<file path="src/rtl/kyber_pkg.sv">
// Shared constants and types for the polynomial register sequencer.
// Holds N, Q, coefficient/index widths and the sequencer FSM states.
package kyber_pkg;

  localparam int KYBER_N = 256;
  localparam int KYBER_Q = 3329;
  localparam int COEF_W  = 16;
  localparam int IDX_W   = $clog2(KYBER_N);

  typedef logic [COEF_W-1:0] coef_t;

  typedef enum logic [1:0] {
    ST_IDLE,
    ST_LOAD,
    ST_DUMP
  } seq_state_e;

endpackage

</file>
<file path="src/rtl/poly_reg_sequencer_if.sv">
// Coefficient stream bundle: input stream s_* and output stream m_*.
// slave = sequencer side, master = environment (producer/consumer).
interface poly_reg_sequencer_if;
  import kyber_pkg::*;

  logic  s_valid;
  logic  s_ready;
  coef_t s_data;
  logic  m_valid;
  logic  m_ready;
  coef_t m_data;
  logic  m_last;

  modport slave (
    input  s_valid,
    input  s_data,
    output s_ready,
    output m_valid,
    output m_data,
    output m_last,
    input  m_ready
  );

  modport master (
    output s_valid,
    output s_data,
    input  s_ready,
    input  m_valid,
    input  m_data,
    input  m_last,
    output m_ready
  );

endinterface

</file>
<file path="src/rtl/coef_skid_fifo.sv">
// Two-entry coefficient FIFO between array read data and m stream.
// Ports: push_i/data_i in, pop_i in, valid_o/data_o head, count_o.
module coef_skid_fifo
  import kyber_pkg::*;
(
  input  logic       clk,
  input  logic       rst_n,
  input  logic       push_i,
  input  coef_t      data_i,
  input  logic       pop_i,
  output logic       valid_o,
  output coef_t      data_o,
  output logic [1:0] count_o
);

  coef_t      mem_q [2];
  logic       wr_ptr_q;
  logic       rd_ptr_q;
  logic [1:0] count_q;
  logic       do_push;
  logic       do_pop;

  assign do_pop  = pop_i && (count_q != 2'd0);
  // A push into a full FIFO is only taken when the head leaves.
  assign do_push = push_i
                && ((count_q != 2'd2) || do_pop);

  always_ff @(posedge clk or negedge rst_n) begin
    if (!rst_n) begin
      mem_q[0] <= '0;
      mem_q[1] <= '0;
      wr_ptr_q <= 1'b0;
      rd_ptr_q <= 1'b0;
      count_q  <= 2'd0;
    end else begin
      if (do_push) begin
        mem_q[wr_ptr_q] <= data_i;
        wr_ptr_q        <= ~wr_ptr_q;
      end
      if (do_pop) begin
        rd_ptr_q <= ~rd_ptr_q;
      end
      count_q <= count_q
               + {1'b0, do_push}
               - {1'b0, do_pop};
    end
  end

  assign valid_o = (count_q != 2'd0);
  assign data_o  = mem_q[rd_ptr_q];
  assign count_o = count_q;

endmodule

</file>
<file path="src/rtl/poly_reg_sequencer.sv">
// Streams a 256-coefficient polynomial into / out of a register array.
// Ports: clk, rst_n, start_load/start_dump pulses, bus (s/m streams),
// reg_* array port (write/read enable, index, data in/out),
// busy (not IDLE), done (completion pulse), err (sticky coef >= Q).
module poly_reg_sequencer
  import kyber_pkg::*;
#(
  parameter int N = KYBER_N,
  parameter int Q = KYBER_Q
) (
  input  logic                 clk,
  input  logic                 rst_n,
  input  logic                 start_load,
  input  logic                 start_dump,
  poly_reg_sequencer_if.slave  bus,
  output logic                 reg_write_enable,
  output logic                 reg_read_enable,
  output logic [IDX_W-1:0]     reg_i,
  output coef_t                reg_data_in,
  input  coef_t                reg_data_out,
  output logic                 busy,
  output logic                 done,
  output logic                 err
);

  localparam coef_t            QC    = coef_t'(Q);
  localparam logic [IDX_W-1:0] LAST  = IDX_W'(N - 1);
  localparam logic [IDX_W:0]   NRD   = (IDX_W + 1)'(N);

  seq_state_e       state_q;
  logic [IDX_W-1:0] ld_cnt_q;
  logic [IDX_W-1:0] out_cnt_q;
  logic [IDX_W:0]   rd_cnt_q;
  logic             inflight_q;
  logic             done_q;
  logic             err_q;

  logic             fifo_valid;
  coef_t            fifo_data;
  logic [1:0]       fifo_cnt;

  logic             wr;
  logic             rd;
  logic             pop;
  logic             last_wr;
  logic             last_beat;
  logic [2:0]       occ_after;

  always_comb begin
    wr        = (state_q == ST_LOAD) && bus.s_valid;
    pop       = fifo_valid && bus.m_ready;
    // Slots already claimed once this cycle's pop is taken out.
    occ_after = {1'b0, fifo_cnt}
              + {2'b0, inflight_q}
              - {2'b0, pop};
    rd        = (state_q == ST_DUMP)
             && (rd_cnt_q < NRD)
             && (occ_after < 3'd2);
    last_wr   = wr && (ld_cnt_q == LAST);
    last_beat = pop && (out_cnt_q == LAST);
  end

  always_comb begin
    reg_i       = '0;
    reg_data_in = '0;
    unique case (1'b1)
      wr: begin
        reg_i       = ld_cnt_q;
        reg_data_in = bus.s_data;
      end
      rd: reg_i = rd_cnt_q[IDX_W-1:0];
      default: ;
    endcase
  end

  assign reg_write_enable = wr;
  assign reg_read_enable  = rd;

  always_ff @(posedge clk or negedge rst_n) begin
    if (!rst_n) begin
      state_q    <= ST_IDLE;
      ld_cnt_q   <= '0;
      out_cnt_q  <= '0;
      rd_cnt_q   <= '0;
      inflight_q <= 1'b0;
      done_q     <= 1'b0;
      err_q      <= 1'b0;
    end else begin
      done_q     <= 1'b0;
      inflight_q <= rd;
      unique case (state_q)
        ST_IDLE: begin
          if (start_load) begin
            state_q  <= ST_LOAD;
            ld_cnt_q <= '0;
            err_q    <= 1'b0;
          end else if (start_dump) begin
            state_q   <= ST_DUMP;
            rd_cnt_q  <= '0;
            out_cnt_q <= '0;
          end
        end
        ST_LOAD: begin
          if (wr) begin
            ld_cnt_q <= ld_cnt_q + 1'b1;
            if (bus.s_data >= QC) begin
              err_q <= 1'b1;
            end
            if (last_wr) begin
              state_q <= ST_IDLE;
              done_q  <= 1'b1;
            end
          end
        end
        ST_DUMP: begin
          if (rd) begin
            rd_cnt_q <= rd_cnt_q + 1'b1;
          end
          if (pop) begin
            out_cnt_q <= out_cnt_q + 1'b1;
          end
          if (last_beat) begin
            state_q <= ST_IDLE;
            done_q  <= 1'b1;
          end
        end
        default: state_q <= ST_IDLE;
      endcase
    end
  end

  // Read data lands one cycle after the read was issued.
  coef_skid_fifo u_fifo (
    .clk     (clk),
    .rst_n   (rst_n),
    .push_i  (inflight_q),
    .data_i  (reg_data_out),
    .pop_i   (pop),
    .valid_o (fifo_valid),
    .data_o  (fifo_data),
    .count_o (fifo_cnt)
  );

  assign bus.s_ready = (state_q == ST_LOAD);
  assign bus.m_valid = fifo_valid;
  assign bus.m_data  = fifo_data;
  assign bus.m_last  = fifo_valid
                    && (out_cnt_q == LAST);

  assign busy = (state_q != ST_IDLE);
  assign done = done_q;
  assign err  = err_q;

endmodule
</file>
<file path="src/flat_wrapper.sv">
// flat-port wrapper written by rule: the top's interface ports become plain ports
module poly_reg_sequencer_flat import kyber_pkg::*;
#(
  parameter int N = KYBER_N,
  parameter int Q = KYBER_Q
)
  (clk, rst_n, start_load, start_dump, reg_write_enable, reg_read_enable, reg_i, reg_data_in, reg_data_out, busy, done, err, bus_s_valid, bus_s_data, bus_s_ready, bus_m_valid, bus_m_data, bus_m_last, bus_m_ready);
  poly_reg_sequencer_if bus_i ();
  input  logic clk;
  input  logic rst_n;
  input  logic start_load;
  input  logic start_dump;
  output logic reg_write_enable;
  output logic reg_read_enable;
  output logic [IDX_W-1:0] reg_i;
  output coef_t reg_data_in;
  input  coef_t reg_data_out;
  output logic busy;
  output logic done;
  output logic err;
  input wire logic [$bits(bus_i.s_valid)-1:0] bus_s_valid;
  input wire logic [$bits(bus_i.s_data)-1:0] bus_s_data;
  output wire logic [$bits(bus_i.s_ready)-1:0] bus_s_ready;
  output wire logic [$bits(bus_i.m_valid)-1:0] bus_m_valid;
  output wire logic [$bits(bus_i.m_data)-1:0] bus_m_data;
  output wire logic [$bits(bus_i.m_last)-1:0] bus_m_last;
  input wire logic [$bits(bus_i.m_ready)-1:0] bus_m_ready;
  assign bus_i.s_valid = bus_s_valid;
  assign bus_i.s_data = bus_s_data;
  assign bus_s_ready = bus_i.s_ready;
  assign bus_m_valid = bus_i.m_valid;
  assign bus_m_data = bus_i.m_data;
  assign bus_m_last = bus_i.m_last;
  assign bus_i.m_ready = bus_m_ready;
  poly_reg_sequencer #(.N(N), .Q(Q)) u_core (.clk(clk), .rst_n(rst_n), .start_load(start_load), .start_dump(start_dump), .bus(bus_i), .reg_write_enable(reg_write_enable), .reg_read_enable(reg_read_enable), .reg_i(reg_i), .reg_data_in(reg_data_in), .reg_data_out(reg_data_out), .busy(busy), .done(done), .err(err));
endmodule
</file>
<file path="config.mk">
export PLATFORM = sky130hd
export DESIGN_NAME = poly_reg_sequencer_flat
export DESIGN_NICKNAME = d
export VERILOG_FILES = /design/src/rtl/kyber_pkg.sv /design/src/rtl/poly_reg_sequencer_if.sv /design/src/rtl/coef_skid_fifo.sv /design/src/rtl/poly_reg_sequencer.sv /design/src/flat_wrapper.sv
export SDC_FILE = /design/constraint.sdc
export NUM_CORES = 1
export LEC_CHECK = 0
export BUFFER_PORTS_ARGS = -buffer_cell sky130_fd_sc_hd__buf_2
export CORE_ASPECT_RATIO = 0.6
export CORE_UTILIZATION = 54
export DETAILED_ROUTE_END_ITERATION = 16
export PLACE_DENSITY = 0.8
export SYNTH_ARGS = -nofsm -noshare
export SYNTH_HDL_FRONTEND = slang
export SYNTH_SLANG_ARGS = --single-unit
</file>
<file path="constraint.sdc">
create_clock -name clk -period 3.7 [get_ports clk]
set_input_delay 0.555 -clock clk [delete_from_list [all_inputs] [get_ports clk]]
set_output_delay 0.555 -clock clk [all_outputs]
set_load 0.01 [all_outputs]
</file>
==> impl_metrics.csv <==
group,metric,value,unit
yosys,synth_ff_type,"dfrtp_1",
worst_setup_path,path_delay_family,"adder cells",
floorplanning,io_pins,86,
pwr,power_density,691,mW/mm2
floorplanning,core,0.00630,mm2
drt,vias,2850,
yosys,ys_top_cells_by_area,"dfrtp_1 45%, mux2_2 12%, mux2_4 4.1%",
pwr,ir_worst_vdd,341,uV
yosys,syn_inst,323,
grt,grt_use_total,0.243,
sta,finalWorstSetupSlack,0.172,ns
drt,ant_nets,0,
worst_setup_path,critPathBufInv,2,
sta,hold_viol,0,
drt,viasPerCell,5.70,
clock_network,numCtsBuffers,9,
worst_setup_path,cp_slowest_cell,"dfrtp_1",
pwr,power_switching,0.00112,W
drt,dr.pass1.iters,4,
placed_design,place_ws,0.243,ns
placed_design,hpwl,5760,um
run_status,status,"complete, no violations",
worst_setup_path,crit_type,"reg2out",
sta,setup_violations,0,
floorplanning,fp.dieW,108,um
worst_setup_path,cp_cell_sequence,"o21ai_4 -> inv_2 -> ha_1 -> or2b_1 -> fa_1 -> xnor2_2 -> and3_4 -> a22o_1 -> buf_2",
drt,drt_iter0_drc,191,
grt,grt_max_degree,36,
floorplanning,rows,22,
placed_design,portBuffers,85,
grt,grt_pass1_wl,13000,um
yosys,synth_edf_count,0,
grt,grt_pass1_vias,2699,
worst_setup_path,critPathMaxStageDelay,0.50,ns
sta,fin_crit_sh,0.954,
pwr,p_comb_frac,0.420,
pwr,pwr-share-clk,0.199,
sta,max_slew.worst_pin.slew,1.08,ns
yosys,syn-num-nets,370,
clock_network,cts_tree,"done",
worst_setup_path,cp.arrival,2.97,ns
placed_design,postPlaceCellArea,0.00413,mm2
sta,timing.final.crit_period,3.53,ns
floorplanning,die_height,65.7,um
sta,rsz0062_at_grt,"no",
drt,remaining_drc_errors,0,
floorplanning,start_util,0.579,
worst_setup_path,critical_path.endpoint_type,"output port",
drt,wl,7910,um
drt,wl_per_cell,15.8,um
sta,slew_headroom,0.280,
sta,drv_slew,0,
placed_design,finalWeightedCongestion,0.858,
sta,setup_tns,0,ns
worst_setup_path,worstPathRequired,3.14,ns
finish,diodes,0,
sta,whs,0.304,ns
finish,nNetsFinal,458,
clock_network,cts_hold_buffers,0,
finish,final_area,0.00435,mm2
clock_network,cts-root-buf,"clkbuf_8",
sta,clock_skew,0.0104,ns
yosys,yosysTopAreaCell,"dfrtp_1",
pwr,intPower,0.00188,W
yosys,async_flop_share,1.00,
run,max-cap-violations,0,
yosys,synth_seq_cells,66,
clock_network,htreeDepth,3,
yosys,yosysWarnings,0,
yosys,synth.distinct_cells,57,
grt,antenna_found_initial,0,
worst_hold_path,min_path_type,"in2async",
worst_setup_path,crit_path_start_kind,"flip-flop",
sta,max_freq,283,MHz
pwr,swShare,0.374,
worst_setup_path,path_max_fanout,12,
clock_network,clk_pin_slew_worst_paths,0.07,ns
yosys,yosysTopAreaCellShare,0.453,
grt,grt.overflow.total,0,
pwr,sequentialPowerShare,0.381,
clock_network,clock-sinks,66,
finish,final_util,0.690,
clock_network,clockBufferDepth,2,
yosys,yosysSeqAreaShare,0.453,
finish,drive_gt1_frac,0.409,
yosys,avgSynthCellArea,11.3,um2
yosys,syn_area,0.00365,mm2
clock_network,clock_latency,0.34,ns
pwr,power_leakage,2.13,nW
floorplanning,die_area,0.00710,mm2
finish,area_delta_synth_final,19.2,%
[cells in the final DEF, fill, tap and decap left out, types with 6 or more instances in the layout]
cell,n
a22o_1,9
nor4_1,6
xnor2_1,11
inv_1,11
mux2_4,10
a21oi_1,6
nand2_1,12
nand3_1,9
and3_1,19
ha_1,8
dfrtp_1,66
buf_2,85
clkbuf_8,9
o21ai_0,13
nor2_1,17
mux2_2,40
o31ai_1,8
buf_4,6
nor2b_1,7
[synthesized netlist by cell type, types with 2 or more instances]
cell and count:
nor4_1 6, clkbuf_1 8, nand2_1 12, ha_1 8, mux2_4 10, a21o_1 2, and2_1 2, buf_2 3
or4_1 3, inv_1 11, nand3b_1 3, dfrtp_1 66, o21ai_0 13, nand3_1 9, nor2b_1 7, a31oi_1 4
mux2_2 40, and3_1 20, inv_2 2, a21oi_1 6, buf_6 2, nand2b_1 5, a22o_1 9, nor3b_1 2
nor2_1 17, nand4_1 5, xnor2_1 11, o31ai_1 8
[area by class of cell]
class	instances	area [um2]
Timing Repair Buffer	91	470
Tap cell	84	105
Clock inverter	7	70.1
Sequential cell	66	1650
Fill cell	480	1950
Multi-Input combinational cell	230	1880
Inverter	13	48.8
Clock buffer	9	124
[worst reg2reg max path, delay by kind of cell, from the launching register on]
family	cells	cell delay, ns
flip-flops	1	0.50
AND/OR/NAND/NOR	3	0.97
adder cells (fa/ha/maj)	2	0.78
AO/OA/AOI/OAI	3	0.49
buffers and inverters	2	0.24
[worst paths after layout]
| path | startpoint | endpoint | slack, ns | cells past startpoint |
|---|---|---|---|---|
| setup / recovery | u_core.u_fifo.count_o[0] | reg_i[4] | 0.17 | 9 |
| hold / removal | rst_n | u_core.u_fifo.mem_q[26] | 0.30 | 1 |
| setup reg to reg | u_core.u_fifo.count_o[0] | u_core.rd_cnt_q[8] | 0.64 | 10 |
| hold reg to reg | u_core.u_fifo.mem_q[15] | u_core.u_fifo.mem_q[15] | 0.50 | 1 |
| max in group asynchronous | rst_n | u_core.u_fifo.rd_ptr_q | 2.65 | 2 |
| min in group clk | reg_data_out[5] | u_core.u_fifo.mem_q[21] | 0.45 | 2 |
[cells by family (layout without fill, tap and decap cells)]
group	count (synthesis)	in the layout	share of synthesized area
DFF	66	66	0.453
and+or+nand+nor	100	100	0.156
adders and majority gates	9	9	0.0329
AOI/OAI and AO/OA	58	58	0.128
muxes	51	51	0.167
buffers and inverters	27	120	0.0333
xor gates and xnor gates	12	12	0.0309
[power groups by stage]
stage / sequential, W / combinational, W / clock [W]
after global placement: 0.00114 / 0.00121 / 0
after detailed placement: 0.00116 / 0.00124 / 0
after global routing: 0.00118 / 0.00139 / 0.000648
after floorplan: 0.00107 / 0.000941 / 0
after CTS: 0.00115 / 0.00125 / 0.000609
final: 0.00115 / 0.00126 / 0.000598
[registers in the layout, indices dropped and copies added, names as in the netlist]
name,count
u_core.done,1
u_core.inflight_q,1
u_core.u_fifo.count_o,2
u_core.rd_cnt_q,9
u_core.ld_cnt_q,8
u_core.u_fifo.rd_ptr_q,1
u_core.u_fifo.mem_q,32
u_core.err,1
u_core.u_fifo.wr_ptr_q,1
u_core.state_q,2
u_core.out_cnt_q,8
[routing by layer]
metal  vias up  global-route usage  share of wire
li1       1373                   -              -
met1      1397               0.333           0.49
met2        78               0.380           0.46
met3         2              0.0625          0.049
met4         0              0.0719         0.0020
met5         -                   0              0
[what timing repair did]
item	CTS	global route
resized for setup	1	1
setup buffers	0	3
endpoints found under the setup margin	8	9
pin swaps	0	1
cloned	0	0
[metrics by stage]
step	total power (W)	std cells
4_1_cts	0.00300	497
3_3_place_gp	0.00235	481
3_5_place_dp	0.00240	481
5_1_grt	0.00321	500
2_1_floorplan	0.00201	323
6_report	0.00301	500
(Power assumes the default switching activity.)
